## src/rtl/servo_pwm_gen.sv

```systemverilog
// servo_pwm_gen: fixed-frame servo pulse generator with a double-buffered width.
// The requested width is latched into a shadow register only in the first cycle
// of each frame, so mid-frame updates never produce runt or stretched pulses.
// Optional feature: define SERVO_PWM_CLAMP_EN to clamp the latched width into
// [MIN_PULSE, MAX_PULSE] and report clamping on oClampHit. Without it the width
// saturates at PERIOD and oClampHit is tied low.
module servo_pwm_gen #(
   parameter int PERIOD    = 1000000,
   parameter int MIN_PULSE = 25000,
   parameter int MAX_PULSE = 125000,
   parameter int CNT_W     = 20
) (
   input  logic        iClk,
   input  logic        iRst,
   input  logic        iEnable,
   input  logic [31:0] iPulseWidth,
   output logic        oPwm,
   output logic        oFrameStart,
   output logic [31:0] oPulseWidth,
   output logic        oClampHit
);

   localparam logic [31:0]      PERIOD_W  = 32'(PERIOD);
   localparam logic [31:0]      MIN_W     = 32'(MIN_PULSE);
   localparam logic [31:0]      MAX_W     = 32'(MAX_PULSE);
   localparam logic [CNT_W-1:0] CNT_LAST  = CNT_W'(PERIOD - 1);

   // Configuration sanity checks, evaluated at elaboration time only.
   if ((64'd1 << CNT_W) < 64'(PERIOD)) begin : g_bad_cnt_w
      $error("servo_pwm_gen: CNT_W too narrow for PERIOD");
   end
   if (MIN_PULSE > MAX_PULSE) begin : g_bad_range
      $error("servo_pwm_gen: MIN_PULSE exceeds MAX_PULSE");
   end

   // HIGH/LOW mirror the line level produced for the previous frame cycle;
   // the frame-start cycle is any non-IDLE cycle with cnt == 0.
   typedef enum logic [1:0] {
      S_IDLE,
      S_HIGH,
      S_LOW
   } state_t;

   state_t           state_q, state_d;
   logic [CNT_W-1:0] cnt_q, cnt_d;
   logic [31:0]      shadow_q, shadow_d;
   logic             pwm_q, pwm_d;
   logic             fs_q, fs_d;
   logic             clamp_q, clamp_d;

   logic [31:0]      eff_width;
   logic             eff_clamped;
   logic [31:0]      cnt_ext;
   logic             frame_start;
   logic             last_cycle;
   logic             pwm_next;

   // Effective width of the live request: clamp or saturate, never wrap.
   always_comb begin
      eff_width   = iPulseWidth;
      eff_clamped = 1'b0;
`ifdef SERVO_PWM_CLAMP_EN
      if (iPulseWidth < MIN_W) begin
         eff_width   = MIN_W;
         eff_clamped = 1'b1;
      end else if (iPulseWidth > MAX_W) begin
         eff_width   = MAX_W;
         eff_clamped = 1'b1;
      end
`else
      if (iPulseWidth > PERIOD_W) begin
         eff_width = PERIOD_W;
      end
`endif
   end

   // Frame position decode and the line level for the current frame cycle.
   always_comb begin
      cnt_ext     = 32'(cnt_q);
      frame_start = (state_q != S_IDLE) && (cnt_q == '0);
      last_cycle  = (state_q != S_IDLE) && (cnt_q == CNT_LAST);
      if (frame_start) begin
         pwm_next = (cnt_ext < eff_width);
      end else begin
         // Pulse is monotonic: once low, it stays low until the next frame.
         pwm_next = (state_q == S_HIGH) && (cnt_ext < shadow_q);
      end
   end

   // State and frame counter registers.
   always_ff @(posedge iClk) begin
      if (iRst) begin
         state_q <= S_IDLE;
         cnt_q   <= '0;
      end else begin
         state_q <= state_d;
         cnt_q   <= cnt_d;
      end
   end

   // Next-state logic: disable is honoured only at the end of a frame.
   always_comb begin
      state_d = state_q;
      cnt_d   = cnt_q;
      case (state_q)
         S_IDLE: begin
            cnt_d = '0;
            if (iEnable) begin
               state_d = S_LOW;
            end
         end
         S_HIGH, S_LOW: begin
            if (last_cycle) begin
               cnt_d   = '0;
               state_d = iEnable ? (pwm_next ? S_HIGH : S_LOW) : S_IDLE;
            end else begin
               cnt_d   = cnt_q + CNT_W'(1);
               state_d = pwm_next ? S_HIGH : S_LOW;
            end
         end
         default: begin
            state_d = S_IDLE;
            cnt_d   = '0;
         end
      endcase
   end

   // Output logic: strobe, shadow load and clamp flag at frame start.
   always_comb begin
      pwm_d    = pwm_next;
      fs_d     = frame_start;
      shadow_d = shadow_q;
      clamp_d  = clamp_q;
      if (frame_start) begin
         shadow_d = eff_width;
         clamp_d  = eff_clamped;
      end
   end

   // Registered outputs; reset forces the line low even mid-pulse.
   always_ff @(posedge iClk) begin
      if (iRst) begin
         pwm_q    <= 1'b0;
         fs_q     <= 1'b0;
         shadow_q <= '0;
         clamp_q  <= 1'b0;
      end else begin
         pwm_q    <= pwm_d;
         fs_q     <= fs_d;
         shadow_q <= shadow_d;
         clamp_q  <= clamp_d;
      end
   end

   assign oPwm        = pwm_q;
   assign oFrameStart = fs_q;
   assign oPulseWidth = shadow_q;
   assign oClampHit   = clamp_q;

endmodule

```

## config.mk

```make
export PLATFORM = sky130hd
export DESIGN_NAME = servo_pwm_gen
export DESIGN_NICKNAME = d
export VERILOG_FILES = /design/src/rtl/servo_pwm_gen.sv
export SDC_FILE = /design/constraint.sdc
export NUM_CORES = 1
export LEC_CHECK = 0
export CAP_MARGIN = 20
export CORE_UTILIZATION = 30
export DETAILED_ROUTE_END_ITERATION = 8
export PLACE_DENSITY_LB_ADDON = 0.12
export SYNTH_ARGS = -nofsm -noshare
export SYNTH_HDL_FRONTEND = slang
export SYNTH_SLANG_ARGS = --single-unit
```

## constraint.sdc

```tcl
create_clock -name iClk -period 8.95 [get_ports iClk]
set_input_delay 1.3425 -clock iClk [delete_from_list [all_inputs] [get_ports iClk]]
set_output_delay 1.3425 -clock iClk [all_outputs]
set_load 0.005 [all_outputs]
```

==> results.toml, run 1 <==
[outcome]
status = "finished, final reports clean"

[power]
pwr_density_cell_nw_per_um2 = 174
power.share.switching_pct = 37.7
p_switching_uw = 274
p_clk_share_pct = 19.6
p_int_uw = 452
pwr-share-seq_pct = 41.4
p_comb_share_pct = 39.0
vdd.ir_drop.worst_mv = 0.137
p_leak_nw = 1.55

[clock_network]
cts_root_buf = "clkbuf_8"
cts_num_sinks = 56
cts_buffers = 5
clk_pin_slew_worst_paths_ps = 100
cts_tree = "built"
htreeDepth = 2
clk_path_buf_depth = 2
ctsHoldBuffers = 0
cts_resized = 0
cts_setup_buffers = 0
clock_latency_ps = 310

[yosys]
synth_edf_count = 0
synthArstFlopShare_pct = 0
synth_top_area_cell = "dfxtp_1"
synth_top_area_share_pct = 34.3
ys_dominant_reg_cell = "dfxtp_1"
synth_area_sq_um = 3270
synth_warnings = 0
yosysSeqAreaShare_pct = 34.3
avgSynthCellArea_sq_um = 8.28
yosys_register_bits = 56
yosys-top-cells-area = "dfxtp_1 (34%), ha_1 (16%), nor2_1 (5.5%)"
yosysUniqueCellTypes = 48
syn_nets = 473
synthesis.instances = 395

[sta]
fin_worst_skew_ps = 5.34
timing.final.crit_share_pct = 56.8
slew_violations = 0
tightestPinTransition_ps = 790
fin_crit_ps = 5080
finalSetupViolCount = 0
tns_ps = 0
hold_viol_final = 0
rsz0062_at_grt = "no"
max_slew_margin_pct = 47.2
max_freq_mhz = 197

[global_route]
grt_pass1_wl_mm = 14.8
grt_overflow = 0
grt_pass1_vias = 2882
grt_max_degree = 29
grt_usage_pct = 16.6
antenna_found_initial = 0

[finish]
fin_nets = 537
diodes = 0
area_delta_synth_final_pct = 27.1
stdcell_count = 596
drive_gt1_share_pct = 3.04

[floorplan]
ios = 70
die-area_sq_um = 11300
die_h_microns = 106
start_util_pct = 31.3
rows = 37
coreArea_sq_um = 10500
die_w_microns = 106

[drt]
totalWireLength_mm = 8.97
drt-initial-drc-count = 147
drt-wirelength-per-cell_microns = 15.1
dr.pass1.iters = 4
drcViolationCount = 0
avgViaCountPerCell = 4.96
ant_nets = 0
vias = 2957

[setup_path]
path_max_fanout = 17
crit_type = "primary input to flip-flop"
critical_path_arrival_ps = 5290
worst_setup_path_start_kind = "primary input"
end_kind = "flip-flop"
required_ps = 9160

[placed_design]
io_buffers = 68
gp_congestion = 0.881
post-place-cells = 588
dp_hpwl_mm = 6.95

[hold_path]
hp-class = "flip-flop to flip-flop"

[run]
cap_violations = 0
==> flip-flops by register name, indices dropped and copies added, names as in the netlist <==
name	count
cnt_q	20
oFrameStart	1
oPulseWidth	32
oPwm	1
state_q	2
==> cells in the final DEF, fill, tap and decap left out, drive strengths merged, types with 4 or more instances in the layout <==
master	instances
nor4	14
ha	43
clkbuf	6
nor2b	4
a21oi	23
nor2	48
clkdlybuf4s50	68
xnor2	9
nand2	37
and2	17
dfxtp	56
xor2	9
a211oi	7
a21o	5
nor3	5
and3	4
nand3	30
nand4	8
inv	27
==> synth_stat cells, drive strengths merged (2+ instances only) <==
cell and n:
a32oi 2, and2 17, nor3 5, a211oi 7, nand2b 2, or4 2
a21o 5, a21oi 23, xor2 9, xnor2 9, o31ai 3, inv 27
o2111ai 3, a2111oi 2, buf 8, nand4 8, nand3 30, o21ai 3
or3 2, ha 43, nor2 48, a221o 2, and3 4, nor2b 4
clkbuf 6, nand2 37, dfxtp 56, nor4 14
==> routing by layer <==
layer	global-route usage [%]	vias to the layer above	share of wire, %	wire, microns
met4	4.31	0	1.4	122
met5	0	-	0	0
li1	-	1509	-	-
met3	2.02	10	3.3	295
met2	25.6	61	45	4040
met1	24.2	1377	50	4510
==> metrics by stage <==
step	power, mW	instance area (sq um)	utilization [%]	hold WS (ps)	worst slack [ps]
global placement	0.588	4070	38.9	459	3790
CTS	0.735	4160	39.8	490	3930
finish	0.725	4160	39.8	485	3870
floorplan	0.481	3270	-	432	4940
detailed placement	0.591	4070	38.9	464	3590
global route	0.787	4160	39.8	511	3650
==> logic make-up (layout without fill, tap and decap cells) <==
family | count (synthesis) | after routing | share of synthesized area (%)
buffers and inverters | 41 | 106 | 5.47
adder cells (fa/ha/maj) | 43 | 43 | 16.4
AO/OA/AOI/OAI | 59 | 59 | 12.4
other | 1 | 1 | 0.115
AND/OR/NAND/NOR | 177 | 177 | 26.5
flip-flops | 56 | 56 | 34.3
XOR/XNOR | 18 | 18 | 4.82
==> final cells by class <==
| class | instances | area [sq um] |
|---|---|---|
| sequential | 56 | 1120 |
| clock buffer | 6 | 72.6 |
| clock inverter | 2 | 16.3 |
| inverter | 27 | 101 |
| timing repair buffer | 71 | 703 |
| fill | 1103 | 6300 |
| multi-input combinational | 298 | 1970 |
| tap | 136 | 170 |
==> path summary, 6_finish.rpt <==
check	startpoint	to	slack, ps	depth (start not counted)
setup / recovery	iPulseWidth[15]	state_q[1]	3870	13
hold / removal	cnt_q[0]	cnt_q[0]	480	1
setup reg to reg	cnt_q[3]	cnt_q[13]	6530	5
hold reg to reg	cnt_q[0]	cnt_q[0]	480	1
==> power groups by stage <==
stage          registers, mW  logic [mW]  clock network [mW]
3_3_place_gp           0.306       0.282                   0
4_1_cts                0.301       0.286               0.148
6_report               0.300       0.283               0.142
5_1_grt                0.305       0.321               0.161
2_1_floorplan          0.302       0.179                   0
3_5_place_dp           0.306       0.284                   0
==> critical path, cell delays in order <==
cell	delay (ps)
clkdlybuf4s50_1	470
or4_1	540
o31ai_1	290
nor2b_1	650
buf_4	330
nor2b_1	220
ha_1	270
a211o_1	260
o2111ai_1	80
a32oi_1	160
nor4_2	260
a32oi_1	180
a31o_1	250
Power figures use the tool's default switching activity.
==> run 2, diff against run 1 <==
==> constraint.sdc (replaced) <==
create_clock -name iClk -period 4.9 [get_ports iClk]
set_input_delay 0.735 -clock iClk [delete_from_list [all_inputs] [get_ports iClk]]
set_output_delay 0.735 -clock iClk [all_outputs]
set_load 0.005 [all_outputs]
==> run 2 against run 1 <==
Final area increased by 0.96%. Via count is 0.34% lower. Clock skew is 1.3 ps higher. Critical path type unchanged. Largest power group unchanged. Highest routed layer unchanged.
==> results.toml, run 2 (synthesized netlist as in run 1, its figures left out) <==
[global_route]
grt_pass1_vias = 2763
grt_usage_pct = 16.3
use_met1_pct = 23.6
grt-busiest-layer = "met2"
antenna_found_initial = 0
grt_pass1_wl_mm = 14.4
grt_max_degree = 29
use_met3_pct = 2.08
grt_use_met2_pct = 25.6
grt_overflow = 0

[drt]
drcViolationCount = 0
vias = 2947
drt-wirelength-per-cell_microns = 15.0
drt-initial-drc-count = 117
avgViaCountPerCell = 4.94
dr.pass1.iters = 4
ant_nets = 0
totalWireLength_mm = 8.95

[sta]
rsz0062_at_grt = "no"
fin_worst_skew_ps = 6.65
timing.final.crit_share_pct = 79.7
finalSetupViolCount = 0
hold_viol_final = 0
hold_ws_ps = 478
fin_ws_ps = 993
slew_violations = 0
max_slew_margin_pct = 48.0
fin_crit_ps = 3910
max_freq_mhz = 256
tns_ps = 0
tightestPinTransition_ps = 777

[clock_network]
htreeDepth = 2
clk_path_buf_depth = 2
cts_num_sinks = 56
cts_resized = 0
clk_pin_slew_worst_paths_ps = 100
cts_setup_buffers = 0
ctsHoldBuffers = 0
cts_buffers = 5
cts_root_buf = "clkbuf_8"
cts_tree = "built"
clock_latency_ps = 310

[power]
p_leak_nw = 1.57
vdd.ir_drop.worst_mv = 0.243
fin_total_pwr_mw = 1.39
pwr_density_cell_nw_per_um2 = 331

[run]
cap_violations = 0

[hold_path]
hp-class = "flip-flop to flip-flop"

[setup_path]
crit_type = "primary input to flip-flop"
critical_path_arrival_ps = 4120
path_max_fanout = 17
required_ps = 5110
end_kind = "flip-flop"
worst_setup_path_start_kind = "primary input"

[finish]
stdcell_count = 597
drive_gt1_share_pct = 3.47
largest_reg_flops = 32
fin_nets = 538
area_delta_synth_final_pct = 28.3
mostFrequentLayoutCells = "clkdlybuf4s50_1 (68), dfxtp_1 (56), nor2_1 (47), ha_1 (43), nand2_1 (37)"
diodes = 0
final_common_cell = "clkdlybuf4s50_1"

[outcome]
status = "finished, final reports clean"

[floorplan]
ios = 70
coreArea_sq_um = 10500
die-area_sq_um = 11300
rows = 37
start_util_pct = 31.3
die_w_microns = 106
die_h_microns = 106

[placed_design]
dp_hpwl_mm = 6.91
gp_congestion = 0.835
pre_cts_slack_ps = 675
post-place-cells = 589
io_buffers = 68
==> run 2: changes by cell type in the layout (fill, tap and decap cells not counted), sizes merged <==
cell and delta:
buf +1, bufinv +1, clkinvlp -1
==> run 2: critical path, cell delays in order <==
cell and delay [ps]:
clkdlybuf4s50_1 470, or4_1 550, o31ai_1 260, nor2b_1 210, buf_4 230, nor2b_1 200
ha_1 260, a211o_1 260, o2111ai_1 80, a32oi_1 160, nor4_2 260, a32oi_1 180
a31o_1 260
==> run 2: where the power goes <==
| group | total (mW) | internal, mW | switching [mW] |
|---|---|---|---|
| Clock | 0.321 | 0.167 | 0.154 |
| Sequential | 0.550 | 0.506 | 0.0433 |
| Combinational | 0.518 | 0.217 | 0.302 |
==> run 2: area by class of cell <==
class	count	area, sq um
Fill cell	1095	6260
Multi-Input combinational cell	298	1970
Sequential cell	56	1120
Timing Repair Buffer	72	711
Tap cell	136	170
Inverter	27	101
Clock buffer	6	82.6
Clock inverter	2	38.8
==> run 2: path summary, 6_finish.rpt <==
| check | start | endpoint | slack, ps | depth (start not counted) |
|---|---|---|---|---|
| min | oPulseWidth[8] | oPulseWidth[8] | 480 | 2 |
| min reg2reg | oPulseWidth[8] | oPulseWidth[8] | 480 | 2 |
| max reg2reg | cnt_q[2] | cnt_q[17] | 2490 | 5 |
| max | iPulseWidth[15] | state_q[1] | 990 | 13 |
==> run 2: metal layers <==
layer,vias up,part of all wire (%)
met1,1373,52
li1,1518,-
met2,54,45
met3,2,2.9
met5,-,0
met4,0,0.44
==> run 2: metrics by stage <==
| stage | util (%) | instance area, sq um |
|---|---|---|
| 4_1_cts | 40.1 | 4200 |
| 2_1_floorplan | - | 3270 |
| 5_1_grt | 40.1 | 4200 |
| 6_report | 40.1 | 4200 |
| 3_3_place_gp | 39.0 | 4080 |
| 3_5_place_dp | 39.0 | 4080 |
